File: src/rtl/vga_timing_pkg.sv
// Shared types and default 640x480@60 Hz segment lengths for the VGA raster.
package vga_timing_pkg;

    typedef enum logic [1:0] {
        VISIBLE = 2'd0,
        FRONT   = 2'd1,
        SYNC    = 2'd2,
        BACK    = 2'd3
    } axis_state_t;

    localparam int POS_W = 10;

    localparam int DEF_H_VISIBLE = 640;
    localparam int DEF_H_FRONT   = 16;
    localparam int DEF_H_SYNC    = 96;
    localparam int DEF_H_BACK    = 48;
    localparam int DEF_V_VISIBLE = 480;
    localparam int DEF_V_FRONT   = 10;
    localparam int DEF_V_SYNC    = 2;
    localparam int DEF_V_BACK    = 33;

    localparam int H_TOTAL = DEF_H_VISIBLE + DEF_H_FRONT + DEF_H_SYNC + DEF_H_BACK;
    localparam int V_TOTAL = DEF_V_VISIBLE + DEF_V_FRONT + DEF_V_SYNC + DEF_V_BACK;

    function automatic int seg_len(axis_state_t st, int vis, int fr, int sy, int bk);
        case (st)
            VISIBLE: return vis;
            FRONT:   return fr;
            SYNC:    return sy;
            default: return bk;
        endcase
    endfunction

endpackage

File: src/rtl/vga_timing_gen_if.sv
// Raster timing bundle from the generator to the sprite/palette renderers.
interface vga_timing_gen_if #(
    parameter int FCNT_W = 16
);
    logic [9:0]        DrawX;
    logic [9:0]        DrawY;
    logic              blank;
    logic              hs;
    logic              vs;
    logic              line_start;
    logic              frame_start;
    logic [FCNT_W-1:0] frame_count;

    modport master (
        output DrawX, DrawY, blank, hs, vs, line_start, frame_start, frame_count
    );

    modport slave (
        input  DrawX, DrawY, blank, hs, vs, line_start, frame_start, frame_count
    );
endinterface

File: src/rtl/vga_axis_counter.sv
// One raster axis: position counter plus VISIBLE/FRONT/SYNC/BACK segment FSM.
// pos/state are the values that take effect at the next clock edge.
module vga_axis_counter
    import vga_timing_pkg::*;
#(
    parameter int VIS_LEN   = DEF_H_VISIBLE,
    parameter int FRONT_LEN = DEF_H_FRONT,
    parameter int SYNC_LEN  = DEF_H_SYNC,
    parameter int BACK_LEN  = DEF_H_BACK
) (
    input  logic             vga_clk,
    input  logic             reset_n,
    input  logic             advance,
    output logic [POS_W-1:0] pos,
    output axis_state_t      state,
    output logic             wrap
);
    localparam int TOTAL = VIS_LEN + FRONT_LEN + SYNC_LEN + BACK_LEN;

    // Absolute position of the last pixel/line in each segment.
    localparam logic [POS_W-1:0] END_VIS   =
        POS_W'(seg_len(VISIBLE, VIS_LEN, FRONT_LEN, SYNC_LEN, BACK_LEN) - 1);
    localparam logic [POS_W-1:0] END_FRONT =
        POS_W'(VIS_LEN + seg_len(FRONT, VIS_LEN, FRONT_LEN, SYNC_LEN, BACK_LEN) - 1);
    localparam logic [POS_W-1:0] END_SYNC  =
        POS_W'(VIS_LEN + FRONT_LEN + seg_len(SYNC, VIS_LEN, FRONT_LEN, SYNC_LEN, BACK_LEN) - 1);
    localparam logic [POS_W-1:0] END_BACK  = POS_W'(TOTAL - 1);

    logic [POS_W-1:0] pos_q;
    logic [POS_W-1:0] seg_end;
    axis_state_t      state_q;

    always_comb begin
        seg_end = END_BACK;
        case (state_q)
            VISIBLE: seg_end = END_VIS;
            FRONT:   seg_end = END_FRONT;
            SYNC:    seg_end = END_SYNC;
            default: seg_end = END_BACK;
        endcase
    end

    always_comb begin
        pos   = pos_q;
        state = state_q;
        wrap  = 1'b0;
        if (advance) begin
            if (pos_q == END_BACK) begin
                pos  = '0;
                wrap = 1'b1;
            end else begin
                pos = pos_q + POS_W'(1);
            end
            if (pos_q == seg_end) begin
                case (state_q)
                    VISIBLE: state = FRONT;
                    FRONT:   state = SYNC;
                    SYNC:    state = BACK;
                    default: state = VISIBLE;
                endcase
            end
        end
    end

    always_ff @(posedge vga_clk or negedge reset_n) begin
        if (!reset_n) begin
            pos_q   <= '0;
            state_q <= VISIBLE;
        end else begin
            pos_q   <= pos;
            state_q <= state;
        end
    end

endmodule

File: src/rtl/vga_timing_gen.sv
// VGA raster timing: two chained axis counters and a registered output decode,
// so DrawX/DrawY, blank, syncs and pulses always describe the same pixel.
module vga_timing_gen
    import vga_timing_pkg::*;
#(
    parameter int H_VISIBLE = DEF_H_VISIBLE,
    parameter int H_FRONT   = DEF_H_FRONT,
    parameter int H_SYNC    = DEF_H_SYNC,
    parameter int H_BACK    = DEF_H_BACK,
    parameter int V_VISIBLE = DEF_V_VISIBLE,
    parameter int V_FRONT   = DEF_V_FRONT,
    parameter int V_SYNC    = DEF_V_SYNC,
    parameter int V_BACK    = DEF_V_BACK,
    parameter int FCNT_W    = 16
) (
    input  logic              vga_clk,
    input  logic              reset_n,
    vga_timing_gen_if.master  vid
);
    logic [POS_W-1:0] h_pos, v_pos;
    axis_state_t      h_state, v_state;
    logic             h_wrap, v_wrap;

    vga_axis_counter #(
        .VIS_LEN(H_VISIBLE), .FRONT_LEN(H_FRONT), .SYNC_LEN(H_SYNC), .BACK_LEN(H_BACK)
    ) u_h (
        .vga_clk (vga_clk),
        .reset_n (reset_n),
        .advance (1'b1),
        .pos     (h_pos),
        .state   (h_state),
        .wrap    (h_wrap)
    );

    // V only steps on the line wrap, so its wrap implies a full frame wrap.
    vga_axis_counter #(
        .VIS_LEN(V_VISIBLE), .FRONT_LEN(V_FRONT), .SYNC_LEN(V_SYNC), .BACK_LEN(V_BACK)
    ) u_v (
        .vga_clk (vga_clk),
        .reset_n (reset_n),
        .advance (h_wrap),
        .pos     (v_pos),
        .state   (v_state),
        .wrap    (v_wrap)
    );

    logic [POS_W-1:0]  draw_x_q, draw_y_q;
    logic              blank_q, hs_q, vs_q, line_start_q, frame_start_q;
    logic [FCNT_W-1:0] fcnt_q;

    always_ff @(posedge vga_clk or negedge reset_n) begin
        if (!reset_n) begin
            draw_x_q      <= '0;
            draw_y_q      <= '0;
            blank_q       <= 1'b0;
            hs_q          <= 1'b1;
            vs_q          <= 1'b1;
            line_start_q  <= 1'b0;
            frame_start_q <= 1'b0;
            fcnt_q        <= '0;
        end else begin
            draw_x_q      <= h_pos;
            draw_y_q      <= v_pos;
            blank_q       <= (h_state == VISIBLE) && (v_state == VISIBLE);
            hs_q          <= (h_state != SYNC);
            vs_q          <= (v_state != SYNC);
            line_start_q  <= h_wrap;
            frame_start_q <= v_wrap;
            if (v_wrap)
                fcnt_q <= fcnt_q + FCNT_W'(1);
        end
    end

    assign vid.DrawX       = draw_x_q;
    assign vid.DrawY       = draw_y_q;
    assign vid.blank       = blank_q;
    assign vid.hs          = hs_q;
    assign vid.vs          = vs_q;
    assign vid.line_start  = line_start_q;
    assign vid.frame_start = frame_start_q;
    assign vid.frame_count = fcnt_q;

endmodule

File: src/flat_wrapper.sv
// flat-port wrapper written by rule: the top's interface ports become plain ports
module vga_timing_gen_flat import vga_timing_pkg::*;
#(
    parameter int H_VISIBLE = DEF_H_VISIBLE,
    parameter int H_FRONT   = DEF_H_FRONT,
    parameter int H_SYNC    = DEF_H_SYNC,
    parameter int H_BACK    = DEF_H_BACK,
    parameter int V_VISIBLE = DEF_V_VISIBLE,
    parameter int V_FRONT   = DEF_V_FRONT,
    parameter int V_SYNC    = DEF_V_SYNC,
    parameter int V_BACK    = DEF_V_BACK,
    parameter int FCNT_W    = 16
)
  (vga_clk, reset_n, vid_DrawX, vid_DrawY, vid_blank, vid_hs, vid_vs, vid_line_start, vid_frame_start, vid_frame_count);
  vga_timing_gen_if #(.FCNT_W(FCNT_W)) vid_i ();
  input  logic vga_clk;
  input  logic reset_n;
  output wire logic [$bits(vid_i.DrawX)-1:0] vid_DrawX;
  output wire logic [$bits(vid_i.DrawY)-1:0] vid_DrawY;
  output wire logic [$bits(vid_i.blank)-1:0] vid_blank;
  output wire logic [$bits(vid_i.hs)-1:0] vid_hs;
  output wire logic [$bits(vid_i.vs)-1:0] vid_vs;
  output wire logic [$bits(vid_i.line_start)-1:0] vid_line_start;
  output wire logic [$bits(vid_i.frame_start)-1:0] vid_frame_start;
  output wire logic [$bits(vid_i.frame_count)-1:0] vid_frame_count;
  assign vid_DrawX = vid_i.DrawX;
  assign vid_DrawY = vid_i.DrawY;
  assign vid_blank = vid_i.blank;
  assign vid_hs = vid_i.hs;
  assign vid_vs = vid_i.vs;
  assign vid_line_start = vid_i.line_start;
  assign vid_frame_start = vid_i.frame_start;
  assign vid_frame_count = vid_i.frame_count;
  vga_timing_gen #(.H_VISIBLE(H_VISIBLE), .H_FRONT(H_FRONT), .H_SYNC(H_SYNC), .H_BACK(H_BACK), .V_VISIBLE(V_VISIBLE), .V_FRONT(V_FRONT), .V_SYNC(V_SYNC), .V_BACK(V_BACK), .FCNT_W(FCNT_W)) u_core (.vga_clk(vga_clk), .reset_n(reset_n), .vid(vid_i));
endmodule
File: config.mk
export PLATFORM = sky130hd
export DESIGN_NAME = vga_timing_gen_flat
export DESIGN_NICKNAME = d
export VERILOG_FILES = /design/src/rtl/vga_timing_pkg.sv /design/src/rtl/vga_timing_gen_if.sv /design/src/rtl/vga_axis_counter.sv /design/src/rtl/vga_timing_gen.sv /design/src/flat_wrapper.sv
export SDC_FILE = /design/constraint.sdc
export NUM_CORES = 1
export LEC_CHECK = 0
export CAP_MARGIN = 15
export CORE_MARGIN = 2
export CORE_UTILIZATION = 55
export CTS_CLUSTER_SIZE = 8
export DETAILED_ROUTE_END_ITERATION = 10
export PLACE_DENSITY = 0.87
export SLEW_MARGIN = 20
export SYNTH_ARGS = -nofsm -noshare
export SYNTH_HDL_FRONTEND = slang
export SYNTH_SLANG_ARGS = --single-unit
File: constraint.sdc
create_clock -name vga_clk -period 6.41 [get_ports vga_clk]
set_input_delay 1.282 -clock vga_clk [delete_from_list [all_inputs] [get_ports vga_clk]]
set_output_delay 1.282 -clock vga_clk [all_outputs]
set_load 0.005 [all_outputs]
==> results.ini <==
[status]
outcome = finished clean

[logic_synthesis]
synth_area_mm2 = 0.00225
synth.largest_area_cell = dfrtp_1
syn_avg_cell_area_um2 = 10.3
synth_area_leaders = dfrtp_1 (48%), xnor2_1 (6.2%), xor2_1 (5.8%), ha_1 (5.6%), nand2_1 (3.7%)
synth_top_area_share_pct = 47.8
seq_area_frac_synth_pct = 50.2
synth_edf_count = 0
ys_seq_elements = 45
synth-compound-area-share_pct = 5.67
synthSimpleGateAreaFrac_pct = 21.7
synth_fp_nets = 231
postSynth.asyncResetShare_pct = 100
muxShareOfSynthArea_pct = 1.45
synthXorXnorAreaFrac_pct = 12.1
yosys_warnings = 0
synth_common_cells = dfrtp_1 (43), nand2_1 (22), nor2_1 (22)
ys.flop_type = dfrtp_1
synthAdderAreaFrac_pct = 5.56
synth_top_family_by_area = simple AND/OR/NAND/NOR gates
syn_inst = 219
synth_cell_types = 40
yosys.cell_count.top_type = dfrtp_1

[setup_path]
arrival_ns = 1.40
crit_buf_inv = 1
reg2reg_depth = 5
cp_max_fo = 9
slowest_delay_ns = 0.59
timing.critical_path.slowest_stage_cell = clkdlybuf4s50_1
cp_cell_sequence = clkdlybuf4s50_1
endpoint_kind = output port
crit_type = flop to output port
crit_required_ns = 5.13
worst-path-stages = 1
cp_top_family = buffers and inverters
critPathLaunchType = flop

[hold_path]
min_path_type = flop to flop
min_path_cells = 1

[route]
drtPass1Iterations = 4
drc = 0
drt_wl_total_mm = 4.55
avgViaCountPerCell = 5.54
drtAntennaViolNets = 0
drt_iter0_drc = 86
routed-via-count = 1741
wl_per_cell_um = 14.5

[cts]
cts_tree = yes
post_cts_buffers = 0
cts_sinks = 45
htreeDepth = 2
clock_latency_ns = 0.30
cts_root_buf = clkbuf_8
cts_resized = 0
cts_buffer_depth = 2
ctsHoldBuffers = 0
numCtsBuffers = 5
cts.reportedPaths.clkPinSlew_ns = 0.08

[global_route]
grt_overflow_total = 0
grt_pass1_wl_mm = 7.64
antenna_found_initial = 0
grt_pass1_vias = 1683
grtUsageTotal_pct = 22.2
grt_max_degree = 46

[pwr]
p_seq_share_pct = 60.2
ir_drop_uv = 117
cell_internal_pwr_mw = 0.371
powerDensity_mw_per_mm2 = 169
p_clk_share_pct = 38.7
switching_share_pct = 21.2
p_sw_mw = 0.100
combPwrFrac_pct = 1.1
p_leak_nw = 1.27

[timing]
setup_viol = 0
period_needed_ns = 2.68
hold_violations = 0
fin_setup_tns_ns = 0
fin_skew_ns = 0.00938
fmax_ghz = 0.373
post-route-period-util_pct = 41.9
worst_pin_slew_ns = 0.960
final_max_slew_viol_count = 0
slew-limit-headroom_pct = 36.0
rsz0062_at_grt = no

[final_layout]
layout-drive-gt1-share_pct = 7.95
fin_util_pct = 70.3
stdcell_count = 314
area_delta_synth_final_pct = 24.1
final_area_mm2 = 0.00279
final_nets = 275
n_antenna_cell = 0

[place]
place.gp.congestion = 0.790
port_buffers = 42
hpwl_mm = 3.25
dpl_cell_area_mm2 = 0.00270
placedCellCount = 306

[die]
rows = 23
die_h_um = 68.0
initial_core_util_pct = 56.6
dieArea_mm2 = 0.00462
die_w_um = 68.0
ios = 43
core-area_mm2 = 0.00397

[run]
maxCapViolCount = 0

==> cell families after synthesis <==
kind of cell / count (synthesis)
mux: 3
buf+inv: 17
flops: 45
compound gates: 20
fa+ha+maj: 10
simple gates: 93
xor+xnor: 31
==> routing by layer <==
metal	track usage (%)	routed length (um)
met1	29.0	2070
met2	35.0	2200
met3	5.59	177
met4	9.25	106
met5	0	0
==> final timing paths <==
| path | slack, ns | start | end |
|---|---|---|---|
| setup / recovery | 3.73 | u_core.vid.DrawY[4]$_DFFE_PN0N_ | vid_DrawY[4] |
| hold / removal | 0.48 | u_core.vid.frame_count[15]$_DFFE_PN0P_ | u_core.vid.frame_count[15]$_DFFE_PN0P_ |
| setup reg to reg | 3.90 | u_core.vid.DrawX[5]$_DFF_PN0_ | u_core.vid.frame_count[1]$_DFFE_PN0P_ |
| hold reg to reg | 0.48 | u_core.vid.frame_count[15]$_DFFE_PN0P_ | u_core.vid.frame_count[15]$_DFFE_PN0P_ |
| max in group asynchronous | 4.69 | reset_n | u_core.vid.DrawX[5]$_DFF_PN0_ |
| min in group asynchronous | 1.13 | reset_n | u_core.vid.DrawY[5]$_DFFE_PN0N_ |
==> through the flow <==
step	power (mW)	hold slack (ns)	setup slack (ns)
3_3_place_gp	0.295	0.463	4.03
5_1_grt	0.493	0.516	3.64
2_1_floorplan	0.289	0.468	4.31
4_1_cts	0.478	0.478	3.73
3_5_place_dp	0.295	0.464	3.91
6_report	0.471	0.476	3.73
==> cell usage in the layout (no fill, tap or decap), types with 2 or more instances in the layout <==
cell type | netlist | final
dfrtp_1 | 43 | 43
clkdlybuf4s50_1 | 0 | 41
nand2_1 | 22 | 22
nor2_1 | 22 | 22
xnor2_1 | 16 | 16
xor2_1 | 15 | 15
nand3_1 | 13 | 13
inv_1 | 11 | 11
ha_1 | 10 | 10
nand4_1 | 8 | 8
o21ai_0 | 8 | 8
clkbuf_8 | 0 | 6
nor3_1 | 5 | 5
and4_1 | 4 | 4
and3_1 | 4 | 4
nand2b_1 | 3 | 3
o22ai_1 | 3 | 3
or3_1 | 3 | 3
or2_2 | 2 | 2
a21oi_1 | 2 | 2
mux2_2 | 2 | 2
dfstp_2 | 2 | 2
==> flip-flops by register name, indices dropped and copies added (netlist names) <==
signal	cells
u_core.vid.vs	1
u_core.vid.hs	1
u_core.vid.frame_count	16
u_core.u_v.state_q	2
u_core.vid.DrawX	10
u_core.vid.DrawY	10
u_core.u_h.state_q	2
u_core.vid.frame_start	1
u_core.vid.line_start	1
u_core.vid.blank	1
==> power groups by stage <==
stage / Sequential, mW / Clock, mW / Combinational (mW)
2_1_floorplan: 0.289 / 0 / 0.000000487
3_3_place_gp: 0.289 / 0 / 0.00575
3_5_place_dp: 0.289 / 0 / 0.00590
4_1_cts: 0.284 / 0.189 / 0.00587
5_1_grt: 0.284 / 0.202 / 0.00653
6_report: 0.284 / 0.182 / 0.00531
==> final cells by class <==
class	count	area (um2)
timing repair buffer	42	415
fill	312	1180
clock buffer	6	82.6
inverter	12	45.0
sequential	45	1130
clock inverter	2	13.8
multi-input combinational	157	1040
tap	50	62.6
(Power assumes the default switching activity.)
